[src/rtl/xbar_pkg.sv]
// xbar_pkg: shared crossbar types, burst encodings and channel FSM states
package xbar_pkg;

    localparam int AR_ID_W   = 4;
    localparam int AR_ADDR_W = 32;
    localparam int AR_LEN_W  = 4;
    localparam int AR_SIZE_W = 3;

    localparam logic [1:0] FIXED = 2'b00;
    localparam logic [1:0] INCR  = 2'b01;
    localparam logic [1:0] WRAP  = 2'b10;

    typedef struct packed {
        logic [AR_ID_W-1:0]   id;
        logic [AR_ADDR_W-1:0] addr;
        logic [AR_LEN_W-1:0]  len;
        logic [AR_SIZE_W-1:0] size;
        logic [1:0]           burst;
    } ar_req_t;

    typedef enum logic {IDLE, SEND} state_t;

endpackage

[src/rtl/rr_arbiter.sv]
// rr_arbiter: round-robin pick of the first request at or above ptr, wrapping
module rr_arbiter #(
    parameter int N = 2,
    localparam int W = $clog2(N)
) (
    input  logic [N-1:0] req,
    input  logic [W-1:0] ptr,
    input  logic         en,
    output logic [N-1:0] gnt,
    output logic [W-1:0] idx,
    output logic         valid
);

    // scan from ptr upward; the first hit wins and masks later candidates
    always_comb begin
        gnt   = '0;
        idx   = '0;
        valid = 1'b0;
        for (int k = 0; k < N; k++) begin
            if (en && !valid && req[(int'(ptr) + k) % N]) begin
                valid                     = 1'b1;
                gnt[(int'(ptr) + k) % N]  = 1'b1;
                idx                       = W'((int'(ptr) + k) % N);
            end
        end
    end

endmodule

[src/rtl/ar_arbiter.sv]
// ar_arbiter: round-robin AR channel arbiter for one slave port with in-flight limit
module ar_arbiter
    import xbar_pkg::*;
#(
    parameter int NUM_MASTERS     = 2,
    parameter int ID_WIDTH        = 4,
    parameter int ADDR_WIDTH      = 32,
    parameter int LEN_WIDTH       = 4,
    parameter int SIZE_WIDTH      = 3,
    parameter int MAX_OUTSTANDING = 4,
    localparam int MIDX_W = $clog2(NUM_MASTERS),
    localparam int CNT_W  = $clog2(MAX_OUTSTANDING + 1)
) (
    input  logic                              ACLK,
    input  logic                              ARESETn,
    input  logic [NUM_MASTERS*ID_WIDTH-1:0]   M_ARID,
    input  logic [NUM_MASTERS*ADDR_WIDTH-1:0] M_ARADDR,
    input  logic [NUM_MASTERS*LEN_WIDTH-1:0]  M_ARLEN,
    input  logic [NUM_MASTERS*SIZE_WIDTH-1:0] M_ARSIZE,
    input  logic [NUM_MASTERS*2-1:0]          M_ARBURST,
    input  logic [NUM_MASTERS-1:0]            M_ARVALID,
    output logic [NUM_MASTERS-1:0]            M_ARREADY,
    output logic [ID_WIDTH+MIDX_W-1:0]        S_ARID,
    output logic [ADDR_WIDTH-1:0]             S_ARADDR,
    output logic [LEN_WIDTH-1:0]              S_ARLEN,
    output logic [SIZE_WIDTH-1:0]             S_ARSIZE,
    output logic [1:0]                        S_ARBURST,
    output logic                              S_ARVALID,
    input  logic                              S_ARREADY,
    output logic                              fifo_push,
    input  logic                              fifo_full,
    input  logic                              rd_done,
    output logic [CNT_W-1:0]                  outstanding,
    output logic [MIDX_W-1:0]                 grant_idx
);

    state_t            state, state_nx;
    logic [MIDX_W-1:0] rr_ptr, win_idx;
    logic              win, can_arb, dec;

    assign can_arb   = ~fifo_full & (outstanding < CNT_W'(MAX_OUTSTANDING));
    assign S_ARVALID = (state == SEND);
    assign fifo_push = S_ARVALID & S_ARREADY;
    assign dec       = rd_done & (outstanding != '0);

    // reset gates the grant so M_ARREADY is low while ARESETn is asserted
    rr_arbiter #(.N(NUM_MASTERS)) u_rr (
        .req   (M_ARVALID),
        .ptr   (rr_ptr),
        .en    (ARESETn & (state == IDLE) & can_arb),
        .gnt   (M_ARREADY),
        .idx   (win_idx),
        .valid (win)
    );

    // state register
    always_ff @(posedge ACLK or negedge ARESETn) begin
        if (!ARESETn) state <= IDLE;
        else          state <= state_nx;
    end

    // grant moves to SEND, slave handshake returns to IDLE
    always_comb begin
        state_nx = state;
        state_nx = (state == IDLE) ? (win ? SEND : IDLE) : (S_ARREADY ? IDLE : SEND);
    end

    // capture the winner, advance the pointer and track reads in flight
    always_ff @(posedge ACLK or negedge ARESETn) begin
        if (!ARESETn) begin
            S_ARID      <= '0;
            S_ARADDR    <= '0;
            S_ARLEN     <= '0;
            S_ARSIZE    <= '0;
            S_ARBURST   <= '0;
            grant_idx   <= '0;
            rr_ptr      <= '0;
            outstanding <= '0;
        end else begin
            if (win) begin
                S_ARID    <= {win_idx, M_ARID[win_idx*ID_WIDTH +: ID_WIDTH]};
                S_ARADDR  <= M_ARADDR[win_idx*ADDR_WIDTH +: ADDR_WIDTH];
                S_ARLEN   <= M_ARLEN[win_idx*LEN_WIDTH +: LEN_WIDTH];
                S_ARSIZE  <= M_ARSIZE[win_idx*SIZE_WIDTH +: SIZE_WIDTH];
                S_ARBURST <= M_ARBURST[win_idx*2 +: 2];
                grant_idx <= win_idx;
                rr_ptr    <= (win_idx == MIDX_W'(NUM_MASTERS - 1)) ? '0 : win_idx + 1'b1;
            end
            if (fifo_push != dec) outstanding <= fifo_push ? outstanding + 1'b1 : outstanding - 1'b1;
        end
    end

    for (genvar i = 0; i < NUM_MASTERS; i++) begin : g_hold
        a_hold: assert property (@(posedge ACLK) disable iff (!ARESETn)
            M_ARVALID[i] && !M_ARREADY[i] |=> M_ARVALID[i])
            else $error("master %0d dropped ARVALID before grant", i);
    end

    a_underflow: assert property (@(posedge ACLK) disable iff (!ARESETn)
        rd_done |-> outstanding != '0)
        else $warning("rd_done with no read in flight ignored");

endmodule

[config.mk]
export PLATFORM = sky130hd
export DESIGN_NAME = ar_arbiter
export DESIGN_NICKNAME = d
export VERILOG_FILES = /design/src/rtl/xbar_pkg.sv /design/src/rtl/rr_arbiter.sv /design/src/rtl/ar_arbiter.sv
export SDC_FILE = /design/constraint.sdc
export NUM_CORES = 1
export LEC_CHECK = 0
export ABC_CLOCK_PERIOD_IN_PS = 2630
export BUFFER_PORTS_ARGS = -buffer_cell sky130_fd_sc_hd__buf_2
export CAP_MARGIN = 20
export CELL_PAD_IN_SITES_DETAIL_PLACEMENT = 1
export CELL_PAD_IN_SITES_GLOBAL_PLACEMENT = 1
export CORE_MARGIN = 2
export CORE_UTILIZATION = 31
export DETAILED_ROUTE_END_ITERATION = 6
export GPL_ROUTABILITY_DRIVEN = 0
export PLACE_DENSITY_LB_ADDON = 0.3
export SLEW_MARGIN = 20
export SYNTH_ARGS = -nofsm -noshare
export SYNTH_HDL_FRONTEND = slang
export SYNTH_HIERARCHICAL = 1
export SYNTH_SLANG_ARGS = --single-unit
[constraint.sdc]
create_clock -name ACLK -period 2.63 [get_ports ACLK]
set_input_delay 0 -clock ACLK [delete_from_list [all_inputs] [get_ports ACLK]]
set_output_delay 0 -clock ACLK [all_outputs]
set_load 0.01 [all_outputs]
### Yosys cells after proc, flatten, opt, wreduce, memory -nomap -nowiden

Index checks and enable logic that the tools add are counted.

* equality and inequality tests: 1
* $lt $le $gt $ge: 5
* add/sub/neg operators: 4
* reduce and logical (&&, ||, !) cells: 7
* multiply operators: 1
* shift operators: 5
* bitwise gates (word level): 9
* muxes and demuxes: 20

Operator list (number)
* $shiftx A64 B7 Y32: 1
* $shiftx A8 B4 Y4: 2
* $mux W1: 15
* $shiftx A6 B4 Y3: 1
* $and A1 B1 Y1: 5
* $logic_and A1 B1 Y1: 5
* $mux W2: 2
* $shiftx A4 B3 Y2: 1
* $add A3 B1 Y3 const B: 1
* $lt A2 B3 Y1 const B: 1
* $lt A3 B3 Y1 const B: 1
* $mul A1 B2 Y3 const B: 1
* $mux W3: 1
* $reduce_bool A3 Y1: 1
* $sub A3 B1 Y3 const B: 1
* $add A1 B1 Y1 const B: 2
* $demux W1 S1: 2
* $ge A2 B1 Y1 const B: 1
* $lt A1 B2 Y1 const B: 1
* $not A1 Y1: 2
* $or A2 B2 Y2: 1
* $and A1 B1 Y1 const A: 1
* $ge A1 B1 Y1 const B: 1
* $logic_not A1 Y1: 1
* $ne A1 B1 Y1: 1

* output and inout port bits: 54
* bits of input ports: 97
* logic and storage cells: 61
* register bits after elaboration: 52

### Logic depth before layout (Yosys ltp)

* depth after elaboration: 11
* depth in mapped cells: 7
* mapped depth without buffers: 5

### Hierarchy

The synthesis kept the hierarchy.

Modules (own cells, without submodules)
* ar_arbiter: area each 2426.1 um2, sequential area each 1276.2 um2, cells each 227, times used 1
* rr_arbiter: area each 33.8 um2, sequential area each 0.0 um2, cells each 7, times used 1

### Least setup slack after synthesis

OpenSTA, ideal clock, no wires.

* path type: reg2reg
* start: register state (netlist: S_ARVALID)
* end: register S_ARADDR[11]
* buffers on the path: 2
* setup time: 0.137 ns
* arrival time: 1.800 ns
* path slack: 0.693 ns
* cell stages (with the launch flop): 8
* cell sequence: dfrtp_1 > nor4b_1 > nand2_1 > a21oi_1 > buf_6 > buf_8 > mux2i_1 > a21oi_1

* cells in the longest elaborated chain, start to end: 10
* elaborated cells between the ends (all ways): 12

Ends and longest elaborated chain
* from (decl): line ar_arbiter.sv:37 `state_t state, state_nx;`
* from (signal assigned): line ar_arbiter.sv:59 `else state <= state_nx;`
* $not A1 Y1 *
* $and A1 B1 Y1 * (2 in series): line ar_arbiter.sv:50 `.en (ARESETn & (state == IDLE) & can_arb),`
* $logic_and A1 B1 Y1: line rr_arbiter.sv:20 `if (en && !valid && req[(int'(ptr) + k) % N]) begin`
* $mux W1: line rr_arbiter.sv:20
* $logic_not A1 Y1: line rr_arbiter.sv:20
* $logic_and A1 B1 Y1 (2 in series): line rr_arbiter.sv:20
* $mux W1 *: line rr_arbiter.sv:20
* named net win_idx: line ar_arbiter.sv:38 `logic [MIDX_W-1:0] rr_ptr, win_idx;`
* $shiftx A64 B7 Y32 *: line ar_arbiter.sv:82 `S_ARADDR <= M_ARADDR[win_idx*ADDR_WIDTH +: ADDR_WIDTH];`
* to (signal assigned): line ar_arbiter.sv:82
* to (decl): line ar_arbiter.sv:24 `output logic [ADDR_WIDTH-1:0] S_ARADDR,`

The timed path passes the listed nets; every way through them passes the cells marked *.
A chain may end at the register's enable or synchronous reset.

### Worst setup path after layout

* start: register state (netlist: S_ARVALID)
* end: register S_ARLEN[0]

* cells in the longest elaborated chain, start to end: 10
* elaborated cells between the ends (all ways): 12

Ends and longest elaborated chain
* $not A1 Y1 *
* $and A1 B1 Y1 * (2 in series): line ar_arbiter.sv:50
* $logic_and A1 B1 Y1: line rr_arbiter.sv:20
* $mux W1: line rr_arbiter.sv:20
* $logic_not A1 Y1: line rr_arbiter.sv:20
* $logic_and A1 B1 Y1 (2 in series): line rr_arbiter.sv:20
* $mux W1 *: line rr_arbiter.sv:20
* named net win_idx: line ar_arbiter.sv:38
* $shiftx A8 B4 Y4 *: line ar_arbiter.sv:83 `S_ARLEN <= M_ARLEN[win_idx*LEN_WIDTH +: LEN_WIDTH];`
* to (signal assigned): line ar_arbiter.sv:83
* to (decl): line ar_arbiter.sv:25 `output logic [LEN_WIDTH-1:0] S_ARLEN,`

Marked as above.

==> flow_metrics.py <==
metrics = {
    "setup_path": {
        "critPathMaxFanout": 26,
        "cp.arrival_ns": 2.33,
        "crit_type": "register to register",
        "startpoint_type": "register",
        "critPathRequiredTime_ns": 2.79,
        "cp-end-kind": "register",
        "worst_r2r_path_depth": 6,
    },
    "routing": {
        "drc": 0,
        "drtPass1Iterations": 3,
        "drt.antenna.violating_nets": 0,
        "via_per_inst": 4.630,
        "routed_wl_um": 7327,
        "vias": 2380,
        "wire_per_inst_um": 14.25,
        "drt_iter0_markers": 40,
    },
    "global_route": {
        "busiest_layer": "met2",
        "met3_usage_pct": 5.157,
        "grt_pass1_wl_um": 11900,
        "grt_max_degree": 52,
        "overflow": 0,
        "track_usage_pct": 17.09,
        "grtUsageMet1_pct": 20.22,
        "first_global_vias": 2528,
        "grt_use_met2_pct": 30.13,
        "antenna_found_initial": 0,
    },
    "outcome": {
        "outcome": "complete, no violations",
    },
    "pwr": {
        "p_switching_mw": 1.222,
        "clkPwrFrac_pct": 14.1,
        "pwr-share-comb_pct": 42.5,
        "p_int_mw": 1.979,
        "pwr-share-seq_pct": 43.3,
        "p_sw_share_pct": 38.18,
        "cellPowerDensity_nw_per_um2": 867.3,
        "leakagePower_nw": 1.733,
        "peakVddDrop_uv": 415.1,
    },
    "floorplanning": {
        "core_um2": 7727,
        "die_h_um": 93.08,
        "die_w_um": 93.08,
        "die-area_um2": 8664,
        "ios": 151,
        "rows": 32,
        "initial_core_util_pct": 31.83,
    },
    "cells_and_area": {
        "mostFrequentLayoutCells": "buf_2, dfrtp_1, a21oi_1, mux2i_1, nor2_1",
        "syn2layout_area_growth_pct": 50.05,
        "drive_gt1_share_pct": 40.78,
        "final_common_cell": "buf_2",
        "nets": 510,
        "diodes": 0,
    },
    "clock_network": {
        "cts_tree": "built",
        "htree_levels": 2,
        "cts_resized": 0,
        "numCtsBuffers": 5,
        "cts_root_buffer": "clkbuf_8",
        "clkLatencyLatePin_ns": 0.30,
        "cts_buffer_depth": 2,
        "cts_sinks": 51,
        "cts.clk_slew.worst_paths_ns": 0.09,
    },
    "place": {
        "io_buffers": 150,
        "place_ws_ns": 0.4204,
        "detailed_place_hpwl_um": 5145,
    },
    "logic_synthesis": {
        "yosysTopAreaCellShare_pct": 51.88,
        "synth.cell_area_um2": 2460,
        "synth_area_per_cell_um2": 10.51,
        "synth_cell_type_count": 29,
        "syn_inst": 234,
        "syn_nets": 332,
        "synth-seq-cells": 51,
        "synth_area_leader_cell": "dfrtp_1",
        "ys_warn_count": 6,
        "ys_top_cells_by_area": "dfrtp_1, mux2i_1, a21oi_1",
        "yosysSeqAreaShare_pct": 51.88,
    },
    "sta": {
        "holdWs_ns": 0.005893,
        "tightest_slew_ns": 0.6680,
        "worst_slack_ns": 0.4581,
        "maxSlewHeadroom_pct": 55.47,
        "rsz0062_at_grt": "false",
        "finClkSkew_ns": 0.006375,
        "finalCritPeriodShare_pct": 82.58,
        "fin_crit_ns": 2.172,
        "fmax_ghz": 0.4604,
        "setup_viol": 0,
        "tns_ns": 0,
        "slew_violations": 0,
        "finalHoldViolCount": 0,
    },
    "worst_hold_path": {
        "min_path_type": "input pin to register",
        "holdPathStages": 3,
    },
    "flow_run": {
        "maxCapViolCount": 0,
    },
}
[synth_stat cells, drive strengths merged]
cell type  number
dfrtp          51
a21oi          49
mux2i          47
nor2           45
buf            11
clkbuf          5
inv             4
nand2           4
o21ai           4
o22ai           2
a211oi          1
a21bo           1
a22oi           1
fa              1
mux2            1
nand2b          1
nand3           1
nor3b           1
nor4b           1
o21a            1
o31a            1
xnor2           1
[per-stage QoR]
step	utilization [%]	cells	area [um2]	power (mW)
6_report	47.77	514	3691	3.201
5_1_grt	47.77	514	3691	3.480
3_5_place_dp	42.49	475	3283	2.745
4_1_cts	47.64	513	3681	3.250
3_3_place_gp	42.49	475	3283	2.683
2_1_floorplan	-	234	2460	2.114
[power groups by stage]
stage          clock [mW]  combinational [mW]  sequential (mW)
5_1_grt             0.511                1.52             1.45
4_1_cts             0.478                1.38             1.39
3_5_place_dp            0                1.35             1.40
2_1_floorplan           0               0.541             1.57
6_report            0.453                1.36             1.39
3_3_place_gp            0                1.30             1.39
[state kept, by name, summed over array words and instances (netlist names)]
name,flops
S_ARBURST,2
S_ARSIZE,3
S_ARLEN,4
outstanding,3
S_ARID,4
rr_ptr,1
grant_idx,1
S_ARADDR,32
S_ARVALID,1
[what timing repair did]
item	4_1_cts	5_1_grt
hold endpoints to repair	70	1
buffers inserted	0	0
hold buffers	31	1
[final cells by class]
cell class	count	area (um2)
clock buffer	6	82.58
clock inverter	1	5.005
fill	927	4036
inverter	4	17.52
multi-input combinational	163	1061
sequential	51	1276
tap	102	127.6
timing repair buffer	187	1121
[worst paths after layout]
check                      slack [ns]    startpoint           end
setup / recovery                 0.46     S_ARVALID    S_ARLEN[0]
hold / removal                  0.006  M_ARADDR[47]  S_ARADDR[15]
setup reg to reg                 0.46     S_ARVALID    S_ARLEN[0]
hold reg to reg                  0.52  S_ARADDR[11]  S_ARADDR[11]
max in group asynchronous        1.76       ARESETn   S_ARADDR[9]
min in group asynchronous        0.40       ARESETn  S_ARBURST[0]
[routing by layer]
metal	wire (um)	vias up
li1	-	1166
met1	3035	1113
met2	3656	93
met3	545	8
met4	90	0
met5	0	-
[logic make-up after synthesis]
| kind of cell | share of synthesized area [%] |
|---|---|
| fa+ha+maj | 0.8139 |
| flops | 51.88 |
| mux | 19.58 |
| buf+inv | 5.493 |
| compound gates | 12.97 |
| simple gates | 8.901 |
| xor+xnor | 0.3561 |
[critical path: stages, from the launching register on]
cell and delay, ns:
dfrtp_1 0.46, nor4b_1 0.50, nand2_1 0.18, a21oi_4 0.15, buf_4 0.39, mux2i_1 0.26, a21oi_1 0.09
Power figures use the tool's default switching activity.
